$ cat src/rtl/mem_access_unit.sv
// mem_access_unit: single-issue load/store execute stage.
//
// Accepts one memory uop from the memory issue queue, forms the effective
// address (rs1 + imm), issues a valid/ready request to data memory, waits for
// load data, aligns/extends it and writes it back to the PRF. ex_busy holds
// off further issue while an access is in flight.
//
// Optional feature macro: MEM_MISALIGN_CHECK_EN
//   defined   : misaligned H/W accesses are rejected (no request) and flagged
//               on misalign for one cycle.
//   undefined : misalign tied 0; low address bits are a lane offset and
//               strobes/data past the word are dropped.
//
// Ports:
//   clock, reset                  clock, synchronous active-high reset
//   clear_en                      pipeline flush
//   uop_in, rs1_data, rs2_data    issued uop and its operands
//   ex_busy                       back-pressure to the issue queue
//   mem_req_*                     data memory request (valid/ready)
//   mem_resp_valid/data           load response (aligned word)
//   wb_valid/prf_index/data       one-cycle PRF writeback
//   misalign                      one-cycle misalignment flag

package mem_access_pkg;
    localparam int PRF_INDEX_SIZE = 6;

    typedef enum logic [1:0] {
        MEM_NONE = 2'd0,
        MEM_LD   = 2'd1,
        MEM_ST   = 2'd2
    } mem_type_e;

    typedef struct packed {
        logic                      valid;
        mem_type_e                 mem_type;
        logic [1:0]                mem_size;      // 0=B, 1=H, 2=W
        logic                      mem_unsigned;
        logic [31:0]               imm;
        logic [PRF_INDEX_SIZE-1:0] rd_prf_index;
        logic                      rd_valid;
    } micro_op_t;
endpackage

module mem_access_unit
    import mem_access_pkg::*;
#(
    parameter int ADDR_WIDTH = 32,
    parameter int XLEN       = 32
) (
    input  logic                      clock,
    input  logic                      reset,
    input  logic                      clear_en,
    input  micro_op_t                 uop_in,
    input  logic [XLEN-1:0]           rs1_data,
    input  logic [XLEN-1:0]           rs2_data,
    output logic                      ex_busy,
    output logic                      mem_req_valid,
    input  logic                      mem_req_ready,
    output logic [ADDR_WIDTH-1:0]     mem_req_addr,
    output logic                      mem_req_we,
    output logic [XLEN-1:0]           mem_req_wdata,
    output logic [3:0]                mem_req_wstrb,
    input  logic                      mem_resp_valid,
    input  logic [XLEN-1:0]           mem_resp_data,
    output logic                      wb_valid,
    output logic [PRF_INDEX_SIZE-1:0] wb_prf_index,
    output logic [XLEN-1:0]           wb_data,
    output logic                      misalign
);

    // MISAL is only reachable with the misalignment check enabled.
    typedef enum logic [2:0] {
        S_IDLE  = 3'd0,
        S_REQ   = 3'd1,
        S_WAIT  = 3'd2,
        S_WB    = 3'd3,
        S_DRAIN = 3'd4,
        S_MISAL = 3'd5
    } state_e;

    state_e state, state_n;

    logic [ADDR_WIDTH-1:0]     addr_q;
    logic [1:0]                off_q;
    logic                      we_q;
    logic [XLEN-1:0]           wdata_q;
    logic [3:0]                wstrb_q;
    logic [1:0]                size_q;
    logic                      uns_q;
    logic [PRF_INDEX_SIZE-1:0] rd_q;
    logic                      rd_valid_q;
    logic [XLEN-1:0]           wb_data_q;

    // ---------------- issue-side address / lane computation ----------------
    logic [XLEN-1:0]       ea;
    logic [ADDR_WIDTH-1:0] ea_a;
    logic [1:0]            off;
    logic [3:0]            strb_n;
    logic [XLEN-1:0]       wdata_n;
    logic                  take;

    always_comb begin
        ea      = rs1_data + XLEN'(uop_in.imm);
        ea_a    = ADDR_WIDTH'(ea);
        off     = ea[1:0];
        case (uop_in.mem_size)
            2'd0:    strb_n = 4'b0001 << off;
            2'd1:    strb_n = 4'b0011 << off;   // off=3 drops the upper byte
            default: strb_n = 4'b1111;
        endcase
        wdata_n = rs2_data << {off, 3'b000};
    end

    // A flush in the same cycle blocks acceptance.
    assign take = (state == S_IDLE) && uop_in.valid && !clear_en &&
                  ((uop_in.mem_type == MEM_LD) || (uop_in.mem_type == MEM_ST));

`ifdef MEM_MISALIGN_CHECK_EN
    logic misal_n;
    assign misal_n = ((uop_in.mem_size == 2'd1) && off[0]) ||
                     ((uop_in.mem_size == 2'd2) && (off != 2'd0));
`endif

    // ---------------- load alignment / extension ----------------
    logic [XLEN-1:0] resp_sh;
    logic [XLEN-1:0] load_ext;

    always_comb begin
        resp_sh = mem_resp_data >> {off_q, 3'b000};
        case (size_q)
            2'd0:    load_ext = uns_q ? {{(XLEN-8){1'b0}}, resp_sh[7:0]}
                                      : {{(XLEN-8){resp_sh[7]}}, resp_sh[7:0]};
            2'd1:    load_ext = uns_q ? {{(XLEN-16){1'b0}}, resp_sh[15:0]}
                                      : {{(XLEN-16){resp_sh[15]}}, resp_sh[15:0]};
            default: load_ext = resp_sh;
        endcase
    end

    // ---------------- FSM ----------------
    always_ff @(posedge clock) begin
        if (reset) state <= S_IDLE;
        else       state <= state_n;
    end

    always_comb begin
        state_n = state;
        case (state)
            S_IDLE: begin
                if (take) begin
`ifdef MEM_MISALIGN_CHECK_EN
                    state_n = misal_n ? S_MISAL : S_REQ;
`else
                    state_n = S_REQ;
`endif
                end
            end
            S_REQ: begin
                // An accepted request is committed even under flush; a load
                // then still owes a response and must be drained.
                if (mem_req_ready)  state_n = we_q ? S_IDLE : (clear_en ? S_DRAIN : S_WAIT);
                else if (clear_en)  state_n = S_IDLE;
            end
            S_WAIT: begin
                if (mem_resp_valid) state_n = clear_en ? S_IDLE : S_WB;
                else if (clear_en)  state_n = S_DRAIN;
            end
            S_WB:    state_n = S_IDLE;
            S_DRAIN: if (mem_resp_valid) state_n = S_IDLE;
            S_MISAL: state_n = S_IDLE;
            default: state_n = S_IDLE;
        endcase
    end

    // ---------------- datapath registers ----------------
    always_ff @(posedge clock) begin
        if (reset) begin
            addr_q     <= '0;
            off_q      <= '0;
            we_q       <= 1'b0;
            wdata_q    <= '0;
            wstrb_q    <= '0;
            size_q     <= '0;
            uns_q      <= 1'b0;
            rd_q       <= '0;
            rd_valid_q <= 1'b0;
            wb_data_q  <= '0;
        end else begin
            if (take) begin
                addr_q     <= {ea_a[ADDR_WIDTH-1:2], 2'b00};
                off_q      <= off;
                we_q       <= (uop_in.mem_type == MEM_ST);
                wdata_q    <= wdata_n;
                wstrb_q    <= strb_n;
                size_q     <= uop_in.mem_size;
                uns_q      <= uop_in.mem_unsigned;
                rd_q       <= uop_in.rd_prf_index;
                rd_valid_q <= uop_in.rd_valid;
            end
            if ((state == S_WAIT) && mem_resp_valid) wb_data_q <= load_ext;
        end
    end

    // ---------------- outputs ----------------
    assign ex_busy       = (state != S_IDLE);
    assign mem_req_valid = (state == S_REQ);
    assign mem_req_addr  = addr_q;
    assign mem_req_we    = we_q;
    assign mem_req_wdata = wdata_q;
    assign mem_req_wstrb = wstrb_q;
    // A flush during WB suppresses the write.
    assign wb_valid      = (state == S_WB) && rd_valid_q && !clear_en;
    assign wb_prf_index  = rd_q;
    assign wb_data       = wb_data_q;

`ifdef MEM_MISALIGN_CHECK_EN
    assign misalign = (state == S_MISAL);
`else
    assign misalign = 1'b0;
`endif

endmodule

$ cat config.mk
export PLATFORM = sky130hd
export DESIGN_NAME = mem_access_unit
export DESIGN_NICKNAME = d
export VERILOG_FILES = /design/src/rtl/mem_access_unit.sv
export SDC_FILE = /design/constraint.sdc
export NUM_CORES = 1
export LEC_CHECK = 0
export CORE_ASPECT_RATIO = 1.75
export CORE_MARGIN = 1.5
export CORE_UTILIZATION = 28
export CTS_CLUSTER_DIAMETER = 80
export CTS_CLUSTER_SIZE = 10
export DETAILED_ROUTE_END_ITERATION = 16
export PLACE_DENSITY = 0.66
export SKIP_LAST_GASP = 1
export SLEW_MARGIN = 20
export SYNTH_ARGS = -nofsm -noshare
export SYNTH_HDL_FRONTEND = slang
export SYNTH_SLANG_ARGS = --single-unit
$ cat constraint.sdc
create_clock -name clock -period 3.3 [get_ports clock]
set_input_delay 0.495 -clock clock [delete_from_list [all_inputs] [get_ports clock]]
set_output_delay 0.495 -clock clock [all_outputs]
set_load 0.01 [all_outputs]
; Word level (Yosys, flattened, before mapping)
; Cells that the tools add are included.
; Widths: inputs -> output; s select.
[classes]
shifts = 4
n_mul = 0
magnitude_cmp = 0
eq_ne = 12
n_mux = 14
div = 0
n_bitwise = 0
n_reduce_logical = 13
add_sub_neg = 1
[op_table]
columns = operator, count
row1 = $mux 32, 2
row2 = $pmux 32 s2, 1
row3 = $add 32x32->32, 1
row4 = $shl 32x5->32, 1
row5 = $shr 32x5->32, 1
row6 = $mux 3, 8
row7 = $pmux 3 s4, 1
row8 = $pmux 4 s2, 1
row9 = $eq 2x1->1 const B, 3
row10 = $eq 3x2->1 const B, 2
row11 = $logic_and 1x1->1, 6
row12 = $logic_not 2->1, 2
row13 = $ne 2x2->1 const B, 2
row14 = $reduce_and 4->1, 1
row15 = $shl 1x2->4 const A, 1
row16 = $shl 2x2->4 const A, 1
row17 = $eq 3x1->1 const B, 1
row18 = $eq 3x3->1 const B, 1
row19 = $logic_not 3->1, 1
row20 = $ne 3x2->1 const B, 1
row21 = $ne 3x3->1 const B, 1
row22 = $reduce_bool 3->1, 1
row23 = $eq 2x2->1 const B, 1
row24 = $mux 2, 1
row25 = other kinds (2), 2
[totals]
mem_count = 0
ramBits = 0
reg_bits = 114
word_cells = 55
romBits = 0
latchBits = 0

; Logic depth before layout (Yosys ltp)
; Gate-level depths: netlist (run 1).
[logic_depth]
word_depth = 6
depth_mapped = 11
ltp_nobuf = 11

; Least setup slack after synthesis (run 1)
; Ideal clock, no wire load.
[synth_path]
path_kind = input to register
start = input uop_in[13] (netlist name)
end = register addr_q[27], in the netlist mem_req_addr[27]
arrival_time_ps = 2567
stages = 9
path_slack_ps = 611
n_path_buf = 0
cell_sequence = ha_1 > a21o_1 > or2_0 > o31a_1 > a211oi_4 > o41ai_4 > a311oi_4 > nor4_2 > a311o_1
[synth_between]
elab_chain_cells = 1
[synth_rtl]
columns = element, line
row1 = "start, declared", 53  ; input micro_op_t uop_in,
row2 = $add 32x32->32, 103  ; ea = rs1_data + XLEN'(uop_in.imm);
row3 = "end signal, assigned", 189  ; addr_q <= {ea_a[ADDR_WIDTH-1:2], 2'b00};
row4 = "end, declared", 83  ; logic [ADDR_WIDTH-1:0] addr_q;
; Every way passes these cells.
; A chain may end at the register's enable or synchronous reset.

; Worst setup path in the final report (run 1)
[layout_path]
start = input uop_in[8] (netlist name)
end = register addr_q[27], in the netlist mem_req_addr[27]
; The elaborated chain is that of the path after synthesis.

==> impl_metrics.py, run 1 <==
metrics = {
    "worst_setup_path": {
        "worstSetupStartpointType": "primary input",
        "worst-path-buf-inv": 1,
        "path_class": "in -> reg",
        "arrival_ns": 3.20,
        "slowest_delay_ns": 0.43,
        "slowest_stage": "clkdlybuf4s50_1",
        "cp_cell_sequence": "clkdlybuf4s50_1, ha_1, a21oi_1, nor2_1, o31a_1, a211oi_4, o41ai_4, a311oi_4, nor4_2, a311o_1",
        "cp_top_family": "compound AO/OA/AOI/OAI gates",
        "end_kind": "flop",
        "path_max_fanout": 3,
        "cp.required_ns": 3.61,
    },
    "die": {
        "io_pins": 257,
        "dieWidth_um": 119.9,
        "start_util": 0.2859,
        "core_um2": 23430,
        "fp-row-count": 74,
        "dieHeight_um": 207.6,
        "die_area_um2": 24890,
    },
    "place": {
        "preCtsSetupSlack_ns": -0.03029,
        "hpwlAfterDp_mm": 18.86,
        "gp_congestion": 0.8867,
        "placed_area_um2": 9688,
        "numPortBuffers": 253,
        "dp.cells": 1393,
    },
    "global_routing": {
        "grt_max_degree": 70,
        "grt_pass1_wl_mm": 38.25,
        "antenna_found_initial": 0,
        "grt_overflow": 0,
        "grt_pass1_vias": 7212,
        "grt.total_usage": 0.1961,
    },
    "layout": {
        "drive_gt1_frac": 0.08742,
        "fillers": 2325,
        "fin_cells": 1426,
        "layout.nets": 1287,
        "syn2layout_area_growth_pct": 53.36,
        "postLayoutCoreUtil": 0.4384,
        "stdcell_area_um2": 10270,
    },
    "synthesis": {
        "synthDistinctLibCells": 61,
        "avgSynthCellArea_um2": 7.787,
        "synth_area_um2": 6696,
        "synth-edff-count": 0,
        "ys_ff_latch": 114,
        "synth.yosys.seq_area_share": 0.3408,
        "syn-instance-count": 860,
        "synthArstFlopShare": 0,
        "ys.flop_type": "dfxtp_1",
        "synth_warnings": 0,
    },
    "clock_tree": {
        "h-tree-depth": 4,
        "clock-root-buffer": "clkbuf_16",
        "cts.sinks": 114,
        "cts_buffer_depth": 2,
        "hold_buffers": 0,
        "clk_pin_slew_ns": 0.06,
        "cts_buffers": 17,
        "postCtsSetupRepairBufs": 0,
        "clk_latency_ns": 0.43,
        "cts_resized": 0,
        "tritoncts": "built",
    },
    "min_path": {
        "hp-class": "reg -> reg",
    },
    "timing": {
        "worstMarginPinSlew_ns": 1.039,
        "slew_headroom": 0.3046,
        "setup_slack_ns": 0.4067,
        "max_clock_freq_ghz": 0.3456,
        "finalCritPeriodShare": 0.8768,
        "hold_viol": 0,
        "rsz0062_at_grt": "false",
        "slew_viol_final": 0,
        "setup_viol": 0,
        "finalCriticalPeriod_ns": 2.893,
        "final.setup_skew_ns": 0.01107,
    },
    "detailed_routing": {
        "ant_nets": 0,
        "drt-total-wl_mm": 24.46,
        "dr.pass1.iters": 5,
        "wl_met3_mm": 1.207,
        "vias": 7236,
        "maxUsedRoutingLayer": "met4",
        "wl_met1_mm": 8.775,
        "vias_per_cell": 5.074,
        "drc": 0,
        "initialDrtViolationCount": 501,
        "routedWlPerCell_um": 17.15,
        "wl_met2_mm": 13.29,
    },
    "pwr": {
        "power.density_nw_per_um2": 434.9,
        "fin_total_pwr_mw": 4.466,
        "ir_worst_vdd_mv": 0.2512,
        "p_leak_nw": 3.840,
    },
    "outcome": {
        "outcome": "finished, final reports clean",
    },
    "job": {
        "drv_cap": 0,
    },
}
registers in the layout (all words and copies together) (netlist names):
| signal | flops |
|---|---|
| mem_req_wstrb | 4 |
| mem_req_we | 1 |
| off_q | 2 |
| uns_q | 1 |
| wb_data | 32 |
| size_q | 2 |
| wb_prf_index | 6 |
| mem_req_wdata | 32 |
| rd_valid_q | 1 |
| state | 3 |
| mem_req_addr | 30 |
worst reg2reg max path, delay by kind of cell, from the launching register on:
family / cells / cell delay, ns
AO/OA/AOI/OAI: 2 / 0.33
multiplexers: 2 / 0.40
flip-flops: 1 / 0.37
AND/OR/NAND/NOR: 2 / 0.87
buffers and inverters: 1 / 0.37
layout by cell type (no fill, tap or decap), types with 3 or more instances in the layout:
master and n:
nor2b_1 6, nand2_1 148, inv_1 11, buf_4 35, nand2b_1 3, xor2_1 9
clkinv_2 4, o211ai_1 18, clkbuf_16 17, buf_12 3, a31oi_1 6, a22o_1 7
xnor2_1 14, conb_1 3, a21oi_1 116, nand4_1 5, dfxtp_1 114, mux2i_1 33
nor2_1 68, a211oi_1 19, nor4_1 4, nor3b_1 4, clkinvlp_4 4, clkdlybuf4s50_1 252
ha_1 32, o21a_1 7, and2_1 4, mux2_2 16, o21ai_0 42, nand3_1 24
or3_1 3, a21o_1 20, o21bai_1 5, nor3_1 18
routing by layer:
metal | global-route usage | vias up
li1 | - | 3557
met1 | 0.1985 | 3371
met2 | 0.3616 | 246
met3 | 0.04038 | 62
met4 | 0.1178 | 0
met5 | 0 | -
stage by stage:
stage / hold WS (ns) / TNS, ns
floorplan: 0.4366 / 0
global placement: 0.4385 / 0
detailed placement: 0.4443 / -0.03029
CTS: 0.4319 / 0
global route: 0.4473 / 0
finish: 0.4486 / 0
layout make-up:
type	count	area (µm²)	area share
antenna	1	2.502	0.0002437
inverter	11	41.29	0.004020
timing repair buffer	290	2845	0.2770
tap	304	380.4	0.03704
clock inverter	13	136.4	0.01328
clock buffer	19	442.9	0.04313
multi-input combinational	674	4139	0.4030
sequential	114	2282	0.2222
power by group:
| group | internal, mW | leakage, nW | switching (mW) |
|---|---|---|---|
| logic | 0.568 | 2.64 | 0.577 |
| clock network | 1.13 | 0.275 | 0.714 |
| registers | 1.44 | 0.924 | 0.0389 |
| total | 3.14 | 3.84 | 1.33 |
cells in the mapped netlist (7+ instances only):
library cell  instances  share of area
nand2_1             148          0.083
a21oi_1             116          0.087
dfxtp_1             114           0.34
nor2_1               68          0.038
clkbuf_1             52          0.029
o21ai_0              42          0.031
mux2i_1              33          0.049
ha_1                 32          0.060
nand3_1              24          0.018
a21o_1               20          0.022
a211oi_1             19          0.021
nor3_1               18          0.013
o211ai_1             18          0.020
mux2_2               16          0.027
xnor2_1              14          0.018
inv_1                11         0.0062
xor2_1                9          0.012
a22o_1                7         0.0092
nor2b_1               7         0.0065
o21a_1                7         0.0078
cells by family (layout without fill, tap and decap cells):
group,after synthesis,in the layout,share of synthesized area
DFF,114,114,0.3408
other,1,4,0.0005600
adders and majority gates,33,33,0.06278
and+or+nand+nor,302,302,0.1971
AOI/OAI and AO/OA,264,264,0.2487
muxes,49,49,0.07623
xor gates and xnor gates,23,23,0.03008
buffers and inverters,74,333,0.04372
final timing paths:
kind / start / end / slack [ns] / cells past startpoint
worst max-delay path: uop_in[8] / mem_req_addr[27]$_SDFFE_PP0P_ / 0.41 / 10
worst min-delay path: mem_req_addr[7]$_SDFFE_PP0P_ / mem_req_addr[7]$_SDFFE_PP0P_ / 0.45 / 2
worst min register to register: mem_req_addr[7]$_SDFFE_PP0P_ / mem_req_addr[7]$_SDFFE_PP0P_ / 0.45 / 2
worst max register to register: off_q[0]$_SDFFE_PP0P_ / wb_data[29]$_SDFFE_PP0P_ / 0.81 / 7
Power figures use the tool's default switching activity.
==> inputs of run 2 (changes only) <==
--- a/config.mk
+++ b/config.mk
@@ -5,13 +5,14 @@
 export SDC_FILE = /design/constraint.sdc
 export NUM_CORES = 1
 export LEC_CHECK = 0
+export CAP_MARGIN = 20
 export CORE_ASPECT_RATIO = 1.75
 export CORE_MARGIN = 1.5
-export CORE_UTILIZATION = 28
+export CORE_UTILIZATION = 45
 export CTS_CLUSTER_DIAMETER = 80
 export CTS_CLUSTER_SIZE = 10
 export DETAILED_ROUTE_END_ITERATION = 16
-export PLACE_DENSITY = 0.66
+export PLACE_DENSITY = 0.93
 export SKIP_LAST_GASP = 1
 export SLEW_MARGIN = 20
 export SYNTH_ARGS = -nofsm -noshare
==> run 2 against run 1 <==
Against the previous run:
- non-clock buffer count decreased by 15
- hold slack better by 0.0032 ns
- via count is 2.9% higher
- clock-buffer cell count fell by 1
- global-route usage is 10 points higher
- setup slack got worse by 0.026 ns
==> impl_metrics.py, run 2 (same netlist as run 1, synthesis figures left out) <==
metrics = {
    "global_routing": {
        "grt_overflow": 0,
        "grt.total_usage": 0.2972,
        "grt_pass1_wl_mm": 36.10,
        "antenna_found_initial": 0,
        "grt_pass1_vias": 7343,
        "met1_usage": 0.2968,
        "met2_usage": 0.5300,
        "top_usage_layer": "met2",
        "grt_max_degree": 54,
        "grtUsageMet3": 0.07136,
    },
    "timing": {
        "setup_slack_ns": 0.3810,
        "finalCriticalPeriod_ns": 2.919,
        "worstMarginPinSlew_ns": 1.031,
        "finalCritPeriodShare": 0.8846,
        "rsz0062_at_grt": "false",
        "final.setup_skew_ns": 0.006424,
        "setup_viol": 0,
        "max_clock_freq_ghz": 0.3426,
        "hold_viol": 0,
        "finalSetupTns_ns": 0,
        "slew_headroom": 0.3104,
        "slew_viol_final": 0,
    },
    "worst_setup_path": {
        "cp.required_ns": 3.59,
        "startpoint": "uop_in[7]",
        "worstSetupStartpointType": "primary input",
        "regToRegStartpoint": "off_q[0]$_SDFFE_PP0P_",
        "path_max_fanout": 5,
        "arrival_ns": 3.21,
        "end_kind": "flop",
        "path_class": "in -> reg",
    },
    "layout": {
        "syn2layout_area_growth_pct": 49.18,
        "layout.nets": 1272,
        "fillers": 1113,
        "drive_gt1_frac": 0.07344,
        "multi_input_area_um2": 4139,
        "layout.cells.most_common_list": "clkdlybuf4s50_1, nand2_1, a21oi_1",
        "seq_area_um2": 2282,
        "layout_commonest_cell": "clkdlybuf4s50_1",
    },
    "place": {
        "gp_congestion": 0.9226,
        "hpwlAfterDp_mm": 17.32,
        "preCtsSetupSlack_ns": 0.03787,
        "numPortBuffers": 253,
    },
    "die": {
        "io_pins": 257,
        "fp-row-count": 58,
        "die_area_um2": 15650,
        "dieWidth_um": 95.22,
        "start_util": 0.4637,
        "dieHeight_um": 164.4,
        "core_um2": 14440,
    },
    "detailed_routing": {
        "routedWlPerCell_um": 18.05,
        "vias": 7444,
        "dr.pass1.iters": 5,
        "ant_nets": 0,
        "drt-total-wl_mm": 23.18,
        "drc": 0,
        "initialDrtViolationCount": 273,
        "vias_per_cell": 5.798,
    },
    "clock_tree": {
        "clk_pin_slew_ns": 0.05,
        "postCtsSetupRepairBufs": 0,
        "clock-root-buffer": "clkbuf_16",
        "cts.sinks": 114,
        "clk_latency_ns": 0.40,
        "h-tree-depth": 4,
        "cts_buffers": 17,
        "cts_resized": 0,
        "tritoncts": "built",
        "cts_buffer_depth": 2,
        "hold_buffers": 0,
    },
    "min_path": {
        "hp-start": "mem_req_wdata[8]$_SDFFE_PP0P_",
        "hp-class": "reg -> reg",
    },
    "pwr": {
        "p_leak_nw": 3.774,
        "ir_worst_vdd_mv": 0.3298,
        "power.density_nw_per_um2": 443.8,
    },
    "job": {
        "drv_cap": 0,
    },
    "outcome": {
        "outcome": "finished, final reports clean",
    },
}
[run 2: worst paths after layout]
check / to / cells after the start / slack (ns)
worst min register to register: mem_req_wdata[8]$_SDFFE_PP0P_ / 2 / 0.45
worst min-delay path: mem_req_wdata[8]$_SDFFE_PP0P_ / 2 / 0.45
worst max register to register: wb_data[19]$_SDFFE_PP0P_ / 7 / 0.54
worst max-delay path: mem_req_addr[30]$_SDFFE_PP0P_ / 12 / 0.38
[run 2: per-stage QoR]
stage | util | area [µm²] | cells | total power [mW] | hold slack (ns)
after global placement | 0.6514 | 9408 | 1254 | 2.583 | 0.4381
after detailed placement | 0.6514 | 9408 | 1254 | 2.603 | 0.4458
after global routing | 0.6916 | 9987 | 1283 | 4.618 | 0.4678
after floorplan | - | 6704 | 862 | 2.113 | 0.4366
final | 0.6917 | 9990 | 1284 | 4.433 | 0.4518
after CTS | 0.6916 | 9987 | 1283 | 4.443 | 0.4533
[run 2: worst max-delay path: stages]
cell             delay, ns
clkdlybuf4s50_1       0.41
ha_1                  0.22
inv_1                 0.07
fa_1                  0.17
nand2b_1              0.16
a21oi_1               0.10
o31a_2                0.37
a21o_1                0.22
o31ai_1               0.45
o31ai_1               0.18
xor2_1                0.16
a22o_1                0.22
[run 2: per-layer routing]
metal	part of all wire	wire length, µm
met5	0	0
met4	0.072	1669
met3	0.073	1701
met2	0.52	12000
met1	0.34	7803
[run 2: final cells by class]
class,count,area share
multi-input combinational,674,0.4143
timing repair buffer,275,0.2723
sequential,114,0.2285
clock buffer,18,0.04396
tap,180,0.02255
clock inverter,11,0.01403
inverter,11,0.004133
antenna,1,0.0002505
[run 2: where the power goes]
| group | internal (mW) | switching (mW) | total, mW |
|---|---|---|---|
| logic | 0.546 | 0.567 | 1.11 |
| clock network | 1.19 | 0.646 | 1.83 |
| registers | 1.44 | 0.0445 | 1.49 |
| total | 3.18 | 1.26 | 4.43 |
==> inputs of run 3 (changes only) <==
--- a/config.mk
+++ b/config.mk
@@ -5,12 +5,11 @@
 export SDC_FILE = /design/constraint.sdc
 export NUM_CORES = 1
 export LEC_CHECK = 0
-export CAP_MARGIN = 20
 export CORE_ASPECT_RATIO = 1.75
 export CORE_MARGIN = 1.5
 export CORE_UTILIZATION = 45
 export CTS_CLUSTER_DIAMETER = 80
-export CTS_CLUSTER_SIZE = 10
+export CTS_CLUSTER_SIZE = 20
 export DETAILED_ROUTE_END_ITERATION = 16
 export PLACE_DENSITY = 0.93
 export SKIP_LAST_GASP = 1
==> results of run 3 <==
Final layout, timing and power as in run 2 (identical DEF).
